===== src/rtl/dmaster_st_pkg.sv =====
// Shared Avalon-ST packet/byte framing definitions for the debug-master path.
// Used by both the packets-to-bytes encoder and the bytes-to-packets decoder.
package dmaster_st_pkg;

    localparam logic [7:0] SOP_CHAR  = 8'h7A;
    localparam logic [7:0] EOP_CHAR  = 8'h7B;
    localparam logic [7:0] CHAN_CHAR = 8'h7C;
    localparam logic [7:0] ESC_CHAR  = 8'h7D;
    localparam logic [7:0] ESC_XOR   = 8'h20;

    typedef enum logic [2:0] {
        ST_IDLE,
        ST_CH_IND,
        ST_CH_ESC,
        ST_CH_BYTE,
        ST_SOP,
        ST_EOP,
        ST_D_ESC,
        ST_DATA
    } enc_state_e;

    function automatic logic is_special(input logic [7:0] b);
        return (b >= SOP_CHAR) && (b <= ESC_CHAR);
    endfunction

endpackage


===== src/rtl/dmaster_p2b_encoder.sv =====
// Avalon-ST packets-to-bytes encoder: serialises one held packet beat into
// framing characters, optional channel sequence and escaped payload.
module dmaster_p2b_encoder
    import dmaster_st_pkg::*;
#(
    parameter int ENCODE_CHANNEL = 1
) (
    input  logic       clk,
    input  logic       reset_n,
    input  logic       in_valid,
    output logic       in_ready,
    input  logic [7:0] in_data,
    input  logic [7:0] in_channel,
    input  logic       in_startofpacket,
    input  logic       in_endofpacket,
    output logic       out_valid,
    input  logic       out_ready,
    output logic [7:0] out_data
);

    enc_state_e state_q, state_d;
    logic [7:0] data_q, data_d;
    logic [7:0] chan_q, chan_d;
    logic       sop_q, sop_d;
    logic       eop_q, eop_d;
    logic       ch_sent_q, ch_sent_d;
    logic [7:0] last_ch_q, last_ch_d;

    logic       accept;
    logic       out_hs;

    function automatic enc_state_e after_eop(input logic [7:0] d);
        return is_special(d) ? ST_D_ESC : ST_DATA;
    endfunction

    function automatic enc_state_e after_sop(input logic eop, input logic [7:0] d);
        return eop ? ST_EOP : after_eop(d);
    endfunction

    function automatic enc_state_e after_chan(input logic sop, input logic eop,
                                              input logic [7:0] d);
        return sop ? ST_SOP : after_sop(eop, d);
    endfunction

    assign in_ready  = reset_n &&
                       ((state_q == ST_IDLE) || ((state_q == ST_DATA) && out_ready));
    assign accept    = in_valid && in_ready;
    assign out_valid = (state_q != ST_IDLE);
    assign out_hs    = out_valid && out_ready;

    always_comb begin
        state_d   = state_q;
        data_d    = data_q;
        chan_d    = chan_q;
        sop_d     = sop_q;
        eop_d     = eop_q;
        ch_sent_d = ch_sent_q;
        last_ch_d = last_ch_q;

        if (out_hs) begin
            case (state_q)
                ST_CH_IND:  state_d = is_special(chan_q) ? ST_CH_ESC : ST_CH_BYTE;
                ST_CH_ESC:  state_d = ST_CH_BYTE;
                ST_CH_BYTE: begin
                    ch_sent_d = 1'b1;
                    last_ch_d = chan_q;
                    state_d   = after_chan(sop_q, eop_q, data_q);
                end
                ST_SOP:     state_d = after_sop(eop_q, data_q);
                ST_EOP:     state_d = after_eop(data_q);
                ST_D_ESC:   state_d = ST_DATA;
                ST_DATA:    state_d = ST_IDLE;
                default:    state_d = ST_IDLE;
            endcase
        end

        // A new beat is only accepted from IDLE or from DATA on its final handshake,
        // so last_ch_q already reflects any channel this encoder has emitted.
        if (accept) begin
            data_d = in_data;
            chan_d = in_channel;
            sop_d  = in_startofpacket;
            eop_d  = in_endofpacket;
            if ((ENCODE_CHANNEL != 0) && (!ch_sent_q || (in_channel != last_ch_q))) begin
                state_d = ST_CH_IND;
            end else begin
                state_d = after_chan(in_startofpacket, in_endofpacket, in_data);
            end
        end
    end

    always_comb begin
        out_data = '0;
        case (state_q)
            ST_CH_IND:  out_data = CHAN_CHAR;
            ST_CH_ESC:  out_data = ESC_CHAR;
            ST_CH_BYTE: out_data = is_special(chan_q) ? (chan_q ^ ESC_XOR) : chan_q;
            ST_SOP:     out_data = SOP_CHAR;
            ST_EOP:     out_data = EOP_CHAR;
            ST_D_ESC:   out_data = ESC_CHAR;
            ST_DATA:    out_data = is_special(data_q) ? (data_q ^ ESC_XOR) : data_q;
            default:    out_data = '0;
        endcase
    end

    always_ff @(posedge clk) begin
        if (!reset_n) begin
            state_q   <= ST_IDLE;
            data_q    <= '0;
            chan_q    <= '0;
            sop_q     <= 1'b0;
            eop_q     <= 1'b0;
            ch_sent_q <= 1'b0;
            last_ch_q <= '0;
        end else begin
            state_q   <= state_d;
            data_q    <= data_d;
            chan_q    <= chan_d;
            sop_q     <= sop_d;
            eop_q     <= eop_d;
            ch_sent_q <= ch_sent_d;
            last_ch_q <= last_ch_d;
        end
    end

endmodule


===== config.mk =====
export PLATFORM = sky130hd
export DESIGN_NAME = dmaster_p2b_encoder
export DESIGN_NICKNAME = d
export VERILOG_FILES = /design/src/rtl/dmaster_st_pkg.sv /design/src/rtl/dmaster_p2b_encoder.sv
export SDC_FILE = /design/constraint.sdc
export NUM_CORES = 1
export LEC_CHECK = 0
export CORE_ASPECT_RATIO = 0.75
export CORE_MARGIN = 1.5
export CORE_UTILIZATION = 35
export DETAILED_ROUTE_END_ITERATION = 12
export SLEW_MARGIN = 20
export SYNTH_ARGS = -nofsm -noshare
export SYNTH_HDL_FRONTEND = slang
export SYNTH_SLANG_ARGS = --single-unit

===== constraint.sdc =====
create_clock -name clk -period 2.15 [get_ports clk]
set_clock_uncertainty 0.1 [all_clocks]
set_input_delay 0.43 -clock clk [delete_from_list [all_inputs] [get_ports clk]]
set_output_delay 0.43 -clock clk [all_outputs]
set_load 0.005 [all_outputs]

==> impl_metrics.env, run 1 <==
export IMPL_outcome="finished clean"
export IMPL_synth_top_area_share_pct=38.8
export IMPL_worst_ep_required_time_ns=1.62
export IMPL_grt_util_all_layers_pct=18.5
export IMPL_ctsLongestPathBuffers=2
export IMPL_sequentialPowerShare_pct=43.1
export IMPL_cts_hold_fix_buffers=0
export IMPL_antenna_violations_before_repair=0
export IMPL_min_period_ns=2.07
export IMPL_tritoncts_num_buffers=5
export IMPL_timing_hold_violations_final=0
export IMPL_cts_clk_slew_worst_paths_ns=0.06
export IMPL_vdd_drop_max_v=0.000397
export IMPL_syn_avg_cell_area_um2=7.67
export IMPL_pre_cts_setup_slack_ns=-0.124
export IMPL_synthDistinctLibCells=34
export IMPL_dp_hpwl_um=2920
export IMPL_worst_r2r_startpoint="chan_q[6]"
export IMPL_n_antenna_cell=0
export IMPL_grt_pass1_wl_um=6800
export IMPL_drtAntennaViolNets=0
export IMPL_final_setup_viol_count=0
export IMPL_post_route_worst_setup_slack_ns=0.0758
export IMPL_route_vias_total=1518
export IMPL_routedWlPerCell_um=13.2
export IMPL_clock_sinks=30
export IMPL_post_route_cells_drive_above_1_share_pct=17.1
export IMPL_detail_route_drc_violations=0
export IMPL_worstHoldPathCells=2
export IMPL_ys_top_cells_by_count="sky130_fd_sc_hd__nand2_1 (63), sky130_fd_sc_hd__dfxtp_1 (30), sky130_fd_sc_hd__o21ai_0 (21)"
export IMPL_ff2ff_setup_slack_ns=0.28
export IMPL_worstSetupEndpointType="output port"
export IMPL_grt_overflow=0
export IMPL_ys_top_cells_by_area="sky130_fd_sc_hd__dfxtp_1 (39%), sky130_fd_sc_hd__nand2_1 (15%), sky130_fd_sc_hd__o21ai_0 (6.8%)"
export IMPL_static_leakage_nw=0.898
export IMPL_vertical_extent_of_the_die_um=60.6
export IMPL_tightestPinTransition_ns=0.408
export IMPL_yosys_cell_count_top_type="sky130_fd_sc_hd__nand2_1"
export IMPL_finalWeightedCongestion=0.860
export IMPL_setup_tns_final_ns=0
export IMPL_rows=20
export IMPL_postRouteWirelength_um=4040
export IMPL_worst_path_max_fanout=7
export IMPL_final_net_count=272
export IMPL_1st_iter_drt_viols=121
export IMPL_switching_share_pct=29.0
export IMPL_max_cap_viols=0
export IMPL_syn_num_nets=224
export IMPL_final_max_slew_violation_count=0
export IMPL_number_of_storage_elements_in_the_synthesis_netlist=30
export IMPL_mapped_area_um2=1550
export IMPL_yosys_area_top_type="sky130_fd_sc_hd__dfxtp_1"
export IMPL_die_outline_area_um2=4840
export IMPL_worstSkewPairLatency_ns=0.27
export IMPL_drt_pre_antenna_iters=4
export IMPL_power_frac_comb_pct=27.2
export IMPL_clock_root_buffer="sky130_fd_sc_hd__clkbuf_8"
export IMPL_floorplan_core_area_um2=4150
export IMPL_postSynth_topFlopCell="sky130_fd_sc_hd__dfxtp_1"
export IMPL_io_pins=32
export IMPL_grt_start_max_net_pins=33
export IMPL_worst_r2r_endpoint="state_q[0]"
export IMPL_p_switching_mw=0.448
export IMPL_seq_area_frac_synth_pct=38.8
export IMPL_critical_path_arrival_ns=1.54
export IMPL_synth_enable_flop_cells=0
export IMPL_placement_io_buffers=31
export IMPL_worst_setup_path_type="flip-flop to output port"
export IMPL_number_of_global_route_vias_before_repair=1446
export IMPL_setup_repair_after_global_routing_missed_its_margin="true"
export IMPL_worstHoldEndpoint="data_q[0]"
export IMPL_place_detailed_instances=294
export IMPL_proportion_of_register_bits_with_asynchronous_set_or_reset_after_synthesis_pct=0
export IMPL_tritoncts="done"
export IMPL_slew_limit_headroom_pct=72.7
export IMPL_hp_class="flip-flop to flip-flop"
export IMPL_finalNonFillerCells=306
export IMPL_p_clk_share_pct=29.7
export IMPL_synthToLayoutAreaGrowth_pct=40.7
export IMPL_critical_path_startpoint_type="flip-flop"
export IMPL_finalCritPeriodShare_pct=96.5
export IMPL_floorplan_initialDensity_pct=37.3
export IMPL_cells_after_synth=202
export IMPL_timing_fmax_ghz=0.482
export IMPL_synth_warning_count=0
export IMPL_power_internal_mw=1.10
export IMPL_htreeDepth=2
export IMPL_worst_r2r_cell_count=6
export IMPL_die_width_um=79.8
export IMPL_min_delay_start="data_q[0]"
export IMPL_power_total_mw=1.55
export IMPL_detail_route_vias_per_cell=4.96
export IMPL_power_density_nw_per_um2=709
-- worst max-delay path, cell delays in order, from the launching register on --
cell                              delay [ns]
sky130_fd_sc_hd__dfxtp_4                0.39
sky130_fd_sc_hd__inv_4                  0.06
sky130_fd_sc_hd__nand2_1                0.08
sky130_fd_sc_hd__o22ai_1                0.08
sky130_fd_sc_hd__a21oi_1                0.15
sky130_fd_sc_hd__clkdlybuf4s50_1        0.51
-- layout make-up --
cell class / instances / area (um2)
inverter: 3 / 13.8
tap: 55 / 68.8
sequential: 30 / 617
timing repair buffer: 54 / 497
clock inverter: 1 / 5.00
clock buffer: 7 / 86.3
multi-input combinational: 156 / 892
fill: 406 / 1970
-- kinds of logic (layout without fill, tap and decap cells) --
family          after synthesis  in the layout  share of synthesized area (%)
simple gates                 88             88                           26.4
compound gates               53             53                           21.2
flops                        30             30                           38.8
buf+inv                      16             65                           4.85
xor+xnor                     11             11                           6.22
mux                           4              4                           2.58
-- sequential cells by signal, summed over array words and instances (netlist names) --
signal	count
data_q	8
eop_q	1
state_q	3
ch_sent_q	1
sop_q	1
last_ch_q	8
chan_q	8
-- worst max path at each step --
stage | start | end | slack (ns) | cells past startpoint
after global routing | state_q[2] | out_data[2] | -0.006 | 5
after detailed placement | out_ready | in_ready | -0.12 | 4
final | state_q[2] | out_data[2] | 0.08 | 5
after floorplan | in_channel[2] | state_q[1] | 0.39 | 5
after CTS | chan_q[5] | out_data[5] | -0.007 | 5
after global placement | in_channel[2] | state_q[1] | -0.09 | 7
-- timing repair --
item	in CTS	in global routing
setup buffers	3	1
pin swaps	2	5
gates cloned	0	0
resized for setup	14	16
setup endpoints to repair	10	7
-- per-stage QoR --
stage,utilization [%],instance area [um2],hold slack (ns)
2_1_floorplan,-,1550,0.331
3_3_place_gp,48.3,2010,0.338
3_5_place_dp,48.3,2010,0.347
4_1_cts,51.3,2130,0.362
5_1_grt,52.5,2180,0.380
6_report,52.5,2180,0.363
-- routing by layer --
metal,vias to the layer above,track usage [%],part of all wire [%]
li1,788,-,-
met2,43,28.7,43
met4,0,4.93,1.2
met5,-,0,0
met1,678,25.7,50
met3,9,4.96,5.3
-- cells in the final DEF (no fill, tap or decap), types with 5 or more instances in the layout --
master	instances
sky130_fd_sc_hd__buf_4	20
sky130_fd_sc_hd__nand2_1	63
sky130_fd_sc_hd__clkdlybuf4s50_1	23
sky130_fd_sc_hd__o21ai_0	20
sky130_fd_sc_hd__a21oi_1	9
sky130_fd_sc_hd__clkbuf_8	6
sky130_fd_sc_hd__dlygate4sd2_1	5
sky130_fd_sc_hd__a21boi_0	9
sky130_fd_sc_hd__dfxtp_1	23
sky130_fd_sc_hd__xor2_1	9
-- power groups by stage --
stage          Clock (mW)  Sequential [mW]  Combinational [mW]
4_1_cts             0.469            0.664               0.400
3_5_place_dp            0            0.673               0.404
5_1_grt             0.496            0.675               0.474
2_1_floorplan           0            0.658               0.198
6_report            0.459            0.666               0.420
3_3_place_gp            0            0.673               0.404
Power figures use the tool's default switching activity.
==> inputs of run 2 (changes only) <==
ABC_AREA = 0   (was unset)
RECOVER_POWER = 50   (was unset)
==> results of run 2 <==
Final layout, timing and power as in run 1 (identical DEF).
==> inputs of run 3 (changes only) <==
CAP_MARGIN = 25   (was unset)
==> results of run 3 <==
Final layout, timing and power as in run 1 (identical DEF).
